File: config.mk
export PLATFORM = sky130hd
export DESIGN_NAME = time_preset_editor
export DESIGN_NICKNAME = d
export VERILOG_FILES = /design/src/rtl/time_preset_editor.sv
export SDC_FILE = /design/constraint.sdc
export NUM_CORES = 1
export LEC_CHECK = 0
export CAP_MARGIN = 20
export CORE_UTILIZATION = 30
export DETAILED_ROUTE_END_ITERATION = 7
export GPL_ROUTABILITY_DRIVEN = 0
export SYNTH_ARGS = -nofsm -noshare
export SYNTH_HDL_FRONTEND = slang
export SYNTH_SLANG_ARGS = --single-unit
File: constraint.sdc
create_clock -name clk -period 2.8 [get_ports clk]
set_input_delay 0.84 -clock clk [delete_from_list [all_inputs] [get_ports clk]]
set_output_delay 0.84 -clock clk [all_outputs]
set_load 0.1 [all_outputs]
File: src/rtl/time_preset_editor.sv
// time_preset_editor: turns debounced key toggles into an edited 8-digit BCD
// preset, pulses load to hand it to the counter chain, and produces a per-digit
// blank mask so the display can blink the digit under edit.
module time_preset_editor #(
    parameter int BLINK_W = 23
) (
    input  logic        clk,
    input  logic        reset,
    input  logic        key_mode,
    input  logic        key_next,
    input  logic        key_inc,
    input  logic        key_clr,
    output logic [31:0] preset,
    output logic        load,
    output logic        editing,
    output logic [2:0]  sel,
    output logic [7:0]  blank
);

    typedef enum logic [1:0] {
        IDLE   = 2'd0,
        EDIT   = 2'd1,
        COMMIT = 2'd2
    } state_t;

    state_t               state_q, state_d;
    logic [3:0]           keys, prev_q, press;
    logic [BLINK_W-1:0]   blink_q, blink_d;
    logic [31:0]          preset_d;
    logic [2:0]           sel_d;
    logic [7:0]           blank_d;
    logic [3:0]           cur_digit;
    logic                 mode_p, clr_p, next_p, inc_p;

    // Tens-of-seconds and tens-of-minutes count 0..5; every other digit 0..9.
    function automatic logic [3:0] digit_limit(input logic [2:0] idx);
        return (idx == 3'd5 || idx == 3'd3) ? 4'd5 : 4'd9;
    endfunction

    // Any level change on a toggle key is one press.
    assign keys      = {key_mode, key_clr, key_next, key_inc};
    assign press     = keys ^ prev_q;
    assign mode_p    = press[3];
    assign clr_p     = press[2];
    assign next_p    = press[1];
    assign inc_p     = press[0];
    assign cur_digit = preset[{sel, 2'b00} +: 4];

    // Next-state, preset edit and registered-output decode.
    always_comb begin
        // NOTE: every signal gets a default first so no path leaves it unassigned (no latch).
        state_d  = state_q;
        preset_d = preset;
        sel_d    = sel;
        blink_d  = '0;
        blank_d  = '0;

        unique case (state_q)
            IDLE: begin
                if (mode_p) begin
                    state_d = EDIT;
                    sel_d   = 3'd7;
                end
            end
            EDIT: begin
                blink_d = blink_q + 1'b1;
                if (mode_p) begin
                    state_d = COMMIT;
                    blink_d = '0;
                end else if (clr_p) begin
                    preset_d = '0;
                    blink_d  = '0;
                end else if (next_p) begin
                    sel_d   = sel - 3'd1;
                    blink_d = '0;
                end else if (inc_p) begin
                    preset_d[{sel, 2'b00} +: 4] =
                        (cur_digit >= digit_limit(sel)) ? 4'd0 : cur_digit + 4'd1;
                    blink_d = '0;
                end
            end
            COMMIT: state_d = IDLE;
            default: state_d = IDLE;
        endcase

        if (state_d == EDIT)
            blank_d[sel_d] = blink_d[BLINK_W-1];
    end

    // State, edit registers and outputs; everything updates on the clock edge.
    always_ff @(posedge clk) begin
        // NOTE: sequential state uses non-blocking assignments so all registers see pre-edge values.
        prev_q <= keys;
        if (reset) begin
            state_q <= IDLE;
            preset  <= '0;
            sel     <= 3'd7;
            blink_q <= '0;
            load    <= 1'b0;
            editing <= 1'b0;
            blank   <= '0;
        end else begin
            state_q <= state_d;
            preset  <= preset_d;
            sel     <= sel_d;
            blink_q <= blink_d;
            load    <= (state_d == COMMIT);
            editing <= (state_d == EDIT);
            blank   <= blank_d;
        end
    end

endmodule

### Word level (Yosys, flattened, before mapping)

Cells that the tools add are included.

| word-level totals | value |
|---|---|
| bits in registers | 74 |
| bits in latches | 0 |
| memory bits (writable) | 0 |
| bits in read-only memories | 0 |
| bits of input ports | 6 |
| output and inout bits | 45 |
| word-level logic and storage cells | 58 |
| memories | 0 |

| operators by class | value |
|---|---|
| $add $sub $neg | 4 |
| $mul | 0 |
| divide/modulo/power cells | 0 |
| $lt $le $gt $ge | 3 |
| eq/ne operators | 6 |
| shift operators | 3 |
| mux-type cells | 21 |
| bitwise operators | 5 |
| reduce and logical (&&, ||, !) cells | 7 |

Operators with widths:

| kind | number |
|---|---|
| 2-to-1 mux 23 bit | 5 |
| 2-to-1 mux 32 bit | 3 |
| bitwise mux 32 bit | 1 |
| variable shift 4 x 7 -> 32 bit (first input constant) | 1 |
| variable part select 32 x 6 -> 4 bit | 1 |
| variable part select 4 x 7 -> 32 bit | 1 |
| adder 23 x 1 -> 23 bit (second input constant) | 1 |
| 2-to-1 mux 3 bit | 4 |
| bitwise AND 8 bit | 1 |
| 2-to-1 mux 4 bit | 2 |
| negator 5 -> 7 bit | 1 |
| case mux 3 bit (2 select lines) | 1 |
| OR reduction 6 bit | 1 |
| adder 4 x 1 -> 4 bit (second input constant) | 1 |
| equality test 2 x 1 -> 1 bit (second input constant) | 2 |
| >= comparator 4 bit | 1 |
| < comparator 3 x 4 -> 1 bit (second input constant) | 1 |
| 2-to-1 mux 2 bit | 2 |
| case mux 2 bit (2 select lines) | 1 |
| AND reduction 4 bit | 1 |
| XOR 4 bit | 1 |
| demux 1 bit (select 3 bit) | 1 |
| equality test 3 x 2 -> 1 bit (second input constant) | 1 |
| equality test 3 bit (second input constant) | 1 |
| 11 further kinds | 13 |

### Longest topological paths before layout

| depth | value |
|---|---|
| depth after elaboration | 10 |
| mapped depth | 11 |

### Worst setup path before layout

Ideal clock, no wire load.

| path | value |
|---|---|
| path type | reg2reg |
| start | reg sel[0] |
| end | reg preset[17] |
| library setup time | 0.128 ns |
| arrival | 3.229 ns |
| data required time | 2.672 ns |
| path slack | -0.556 ns |
| cell stages (with the launch flop) | 11 |
| path buffers | 1 |
| period minus slack after synthesis | 3.356 ns |
| path through | dfxtp_1 > buf_6 > mux4_2 > mux2i_1 > ha_1 > nor2b_1 > a21o_1 > o21ai_1 > nand3_4 > a32oi_1 > nor2_1 |

| on the way | value |
|---|---|
| cells in the longest elaborated chain, start to end | 10 |

Ends and longest elaborated chain:

| what | RTL line | text |
|---|---|---|
| from (decl) | 16 | `output logic [2:0] sel,` |
| from (signal assigned) | 105 | `sel <= sel_d;` |
| branches (longest 6 deep; another with adder 4 x 1 -> 4 bit) | n/a |  |
| bitwise mux 32 bit (*) | 77 | `preset_d[{sel, 2'b00} +: 4] =` |
| 2-to-1 mux 32 bit (*) | 76 | `end else if (inc_p) begin` |
| 2-to-1 mux 32 bit (*) | 73 | `end else if (next_p) begin` |
| 2-to-1 mux 32 bit (*) | 70 | `end else if (clr_p) begin` |
| to (signal assigned) | 104 | `preset <= preset_d;` |
| to (decl) | 13 | `output logic [31:0] preset,` |

Mark *: on every way between the ends. The select of a mux whose other input is x is not followed.
A chain may end at the register's enable or synchronous reset.

### Worst setup path in the final report

| path | value |
|---|---|
| start | reg sel[0] |
| end | reg preset[30] |

Same word-level chain as after synthesis.

==> flow_metrics.py <==
metrics = {
    "run_status": {
        "status": "complete, no violations",
    },
    "synth": {
        "yosysUniqueCellTypes": 47,
        "netlist.area_leader.share_pct": 42.36,
        "yosysMostFrequentCell": "dfxtp_1",
        "synth_area_leaders": "dfxtp_1 (42%), nor2_1 (6.9%), mux4_2 (5.2%)",
        "synth_nets": 384,
        "synth-edff-count": 0,
        "async_flop_share_pct": 0,
        "synth_flop_cell": "dfxtp_1",
        "ys_ff_latch": 74,
        "syn-instance-count": 367,
        "syn_area_per_cell_um2": 9.529,
        "synthTopCellsByCount": "dfxtp_1 (74), nor2_1 (64), nand3_1 (22), nand2_1 (16), xor2_1 (15)",
        "yosysSeqAreaShare_pct": 42.36,
        "yosysTopAreaCell": "dfxtp_1",
        "synth_area_um2": 3497,
        "ys_warn_count": 0,
    },
    "sta": {
        "slew_headroom_pct": 52.71,
        "grt_setup_unrepaired": "no",
        "setup_slack_ns": 0.2110,
        "tightest_slew_ns": 0.7019,
        "finClkSkew_ns": 0.005428,
        "hold_ws_ns": 0.4669,
        "fin_crit_sh_pct": 92.46,
        "slew_violations": 0,
        "period_needed_ns": 2.589,
        "final-setup-viol-count": 0,
        "hold_viol_final": 0,
        "fmax_mhz": 386.3,
    },
    "grt": {
        "grt_pass1_vias": 2764,
        "grt_max_degree": 26,
        "antenna_found_initial": 0,
        "gr-total-overflow": 0,
        "grt_pass1_wl_um": 13630,
        "grt_use_total_pct": 14.82,
    },
    "drt": {
        "num_vias": 2907,
        "wl_met3_um": 517,
        "detail_route.iter0.violations": 118,
        "wl_met2_um": 4056,
        "vias_per_cell": 5.056,
        "top_layer": "met4",
        "drt-total-wl_um": 8422,
        "drt_drc_violations_left": 0,
        "ant_nets": 0,
        "first_pass_iters": 4,
        "wl_met1_um": 3720,
        "wl_per_cell_um": 14.65,
    },
    "power": {
        "leakage_nw": 1.709,
        "p_per_area_nw_per_um2": 569.0,
        "vdd_ir_drop_max_v": 0.0002783,
    },
    "floorplanning": {
        "design.die.area_um2": 12090,
        "die_x_um": 110.0,
        "num_rows": 39,
        "die_h_um": 110.0,
        "io_pins": 51,
        "initial_utilization_pct": 30.76,
        "core_um2": 11370,
    },
    "job": {
        "cap_violations": 0,
    },
    "setup_path": {
        "worst_r2r_path_depth": 9,
        "regToRegEndpoint": "preset[30]$_SDFFE_PP0P_",
        "path_max_fanout": 8,
        "r2r_slack_ns": 0.21,
        "crit_slowest_cell": "mux4_2",
        "endpoint_kind": "flop",
        "startpoint": "sel[0]$_SDFF_PP1_",
        "worstSetupPathType": "reg2reg",
        "crit_chain": "mux4_2 -> mux2i_1 -> ha_1 -> nor2b_1 -> a21o_1 -> nor3b_1 -> o21ai_1 -> o21ai_2 -> a32o_1",
        "cpPeakStageDelay_ns": 0.53,
        "required_ns": 3.07,
        "crit_arrival_ns": 2.86,
        "reg2reg_from": "sel[0]$_SDFF_PP1_",
        "start_kind": "flop",
    },
    "clocking": {
        "cts-root-buf": "clkbuf_16",
        "hold_buffers": 0,
        "cts_buffers": 9,
        "cts.clk_slew.worst_paths_ns": 0.06,
        "cts_tree": "yes",
        "clk_path_buf_depth": 2,
        "clock-sinks": 74,
        "worstSkewPairLatency_ns": 0.33,
        "cts_max_level": 3,
    },
    "placed_design": {
        "hpwl_um": 6398,
        "port_buffers": 50,
        "pre_cts_ws_ns": -0.09123,
    },
    "cells_and_area": {
        "fillers": 1130,
        "antennaDiodeCount": 0,
        "seq_area_um2": 1506,
        "multi_input_area_um2": 1918,
        "drive_gt1_share_pct": 25.69,
        "synthToLayoutAreaGrowth_pct": 27.58,
        "nets": 444,
    },
    "worst_hold_path": {
        "hold_start": "blink_q[0]$_SDFF_PP0_",
        "hold_path_end": "blink_q[0]$_SDFF_PP0_",
        "hold-path-cell-count": 1,
        "worstHoldPathType": "reg2reg",
    },
}
## kinds of logic after synthesis
logic type | synth area share [%]
flops | 42.36
simple gates | 23.58
xor+xnor | 7.871
fa+ha+maj | 3.936
compound gates | 11.74
buf+inv | 2.898
mux | 7.621
## registers in the layout, summed over array words and instances, names as in the netlist
name,cells
sel,3
prev_q,4
blank,8
preset,32
blink_q,23
load,1
editing,1
state_q,2
## worst max path at each step
stage	slack, ns	endpoint	cells after the start
3_5_place_dp	-0.09	blank[3]$_SDFF_PP0_	6
4_1_cts	0.09	preset[13]$_SDFFE_PP0P_	9
3_3_place_gp	-0.05	preset[30]$_SDFFE_PP0P_	5
6_report	0.21	preset[30]$_SDFFE_PP0P_	9
2_1_floorplan	0.0002	preset[17]$_SDFFE_PP0P_	10
5_1_grt	0.007	preset[25]$_SDFFE_PP0P_	7
## report_power, final
part | internal [W] | total, W | switching [W]
clock network | 0.000837 | 0.00127 | 0.000431
registers | 0.00106 | 0.00107 | 0.00000978
logic | 0.0000665 | 0.000198 | 0.000131
total | 0.00197 | 0.00254 | 0.000572
## cell usage in the layout (no fill, tap or decap), types with 3 or more instances in the layout
master           netlist  layout
nor3b_1                3       3
buf_4                  0      57
nand2_1               16      16
nand3_1               22      22
o21ai_0               12      11
mux4_2                 8       8
clkbuf_16              0      10
nor2_1                64      64
nor2b_1                3       3
and2_1                 7       7
nor3_1                12      12
a32oi_1                8       8
and3_1                 6       6
a21o_1                 4       4
nand4_1                7       7
ha_1                  11      11
inv_1                 10      10
dfxtp_1               74      58
clkdlybuf4s50_1        0       5
nor4_1                 4       4
a22oi_1                8       8
xor2_1                15      15
a32o_1                 8       8
nand2b_1               9       9
o21ai_1                4       4
mux2i_1                3       3
dfxtp_2                0      14
xnor2_1               12      12
## per-stage QoR
stage,instance area [um^2],util [%],instances,power (W),setup TNS (ns)
after floorplan,3522,-,367,0.001235,0
after CTS,4458,39.21,575,0.002572,0
after global placement,4119,36.23,559,0.001292,-0.3046
after global routing,4462,39.24,575,0.002634,0
final,4462,39.24,575,0.002539,0
after detailed placement,4119,36.23,559,0.001293,-0.7582
## layer usage
layer | vias up | global-route usage, %
li1 | 1431 | -
met1 | 1381 | 17.86
met2 | 81 | 25.40
met3 | 14 | 3.912
met4 | 0 | 4.952
met5 | - | 0
## repair_timing
| item | CTS | global route |
|---|---|---|
| endpoints found under the setup margin | 0 | 28 |
| gates resized for setup | 0 | 2 |
| buffers inserted | 0 | 0 |
## critical path, delay by kind of cell (launching register included)
family	cells	cell delay [ns]
mux	2	0.85
flops	1	0.40
fa+ha+maj	1	0.19
compound gates	4	0.67
simple gates	2	0.44
## layout make-up
class | instances | share of cell area, %
Clock inverter | 5 | 1.907
Timing Repair Buffer | 62 | 10.71
Clock buffer | 11 | 5.693
Tap cell | 143 | 4.010
Multi-Input combinational cell | 269 | 42.99
Inverter | 11 | 0.9254
Sequential cell | 74 | 33.76
Note: power is estimated with default switching activity, not from simulation.
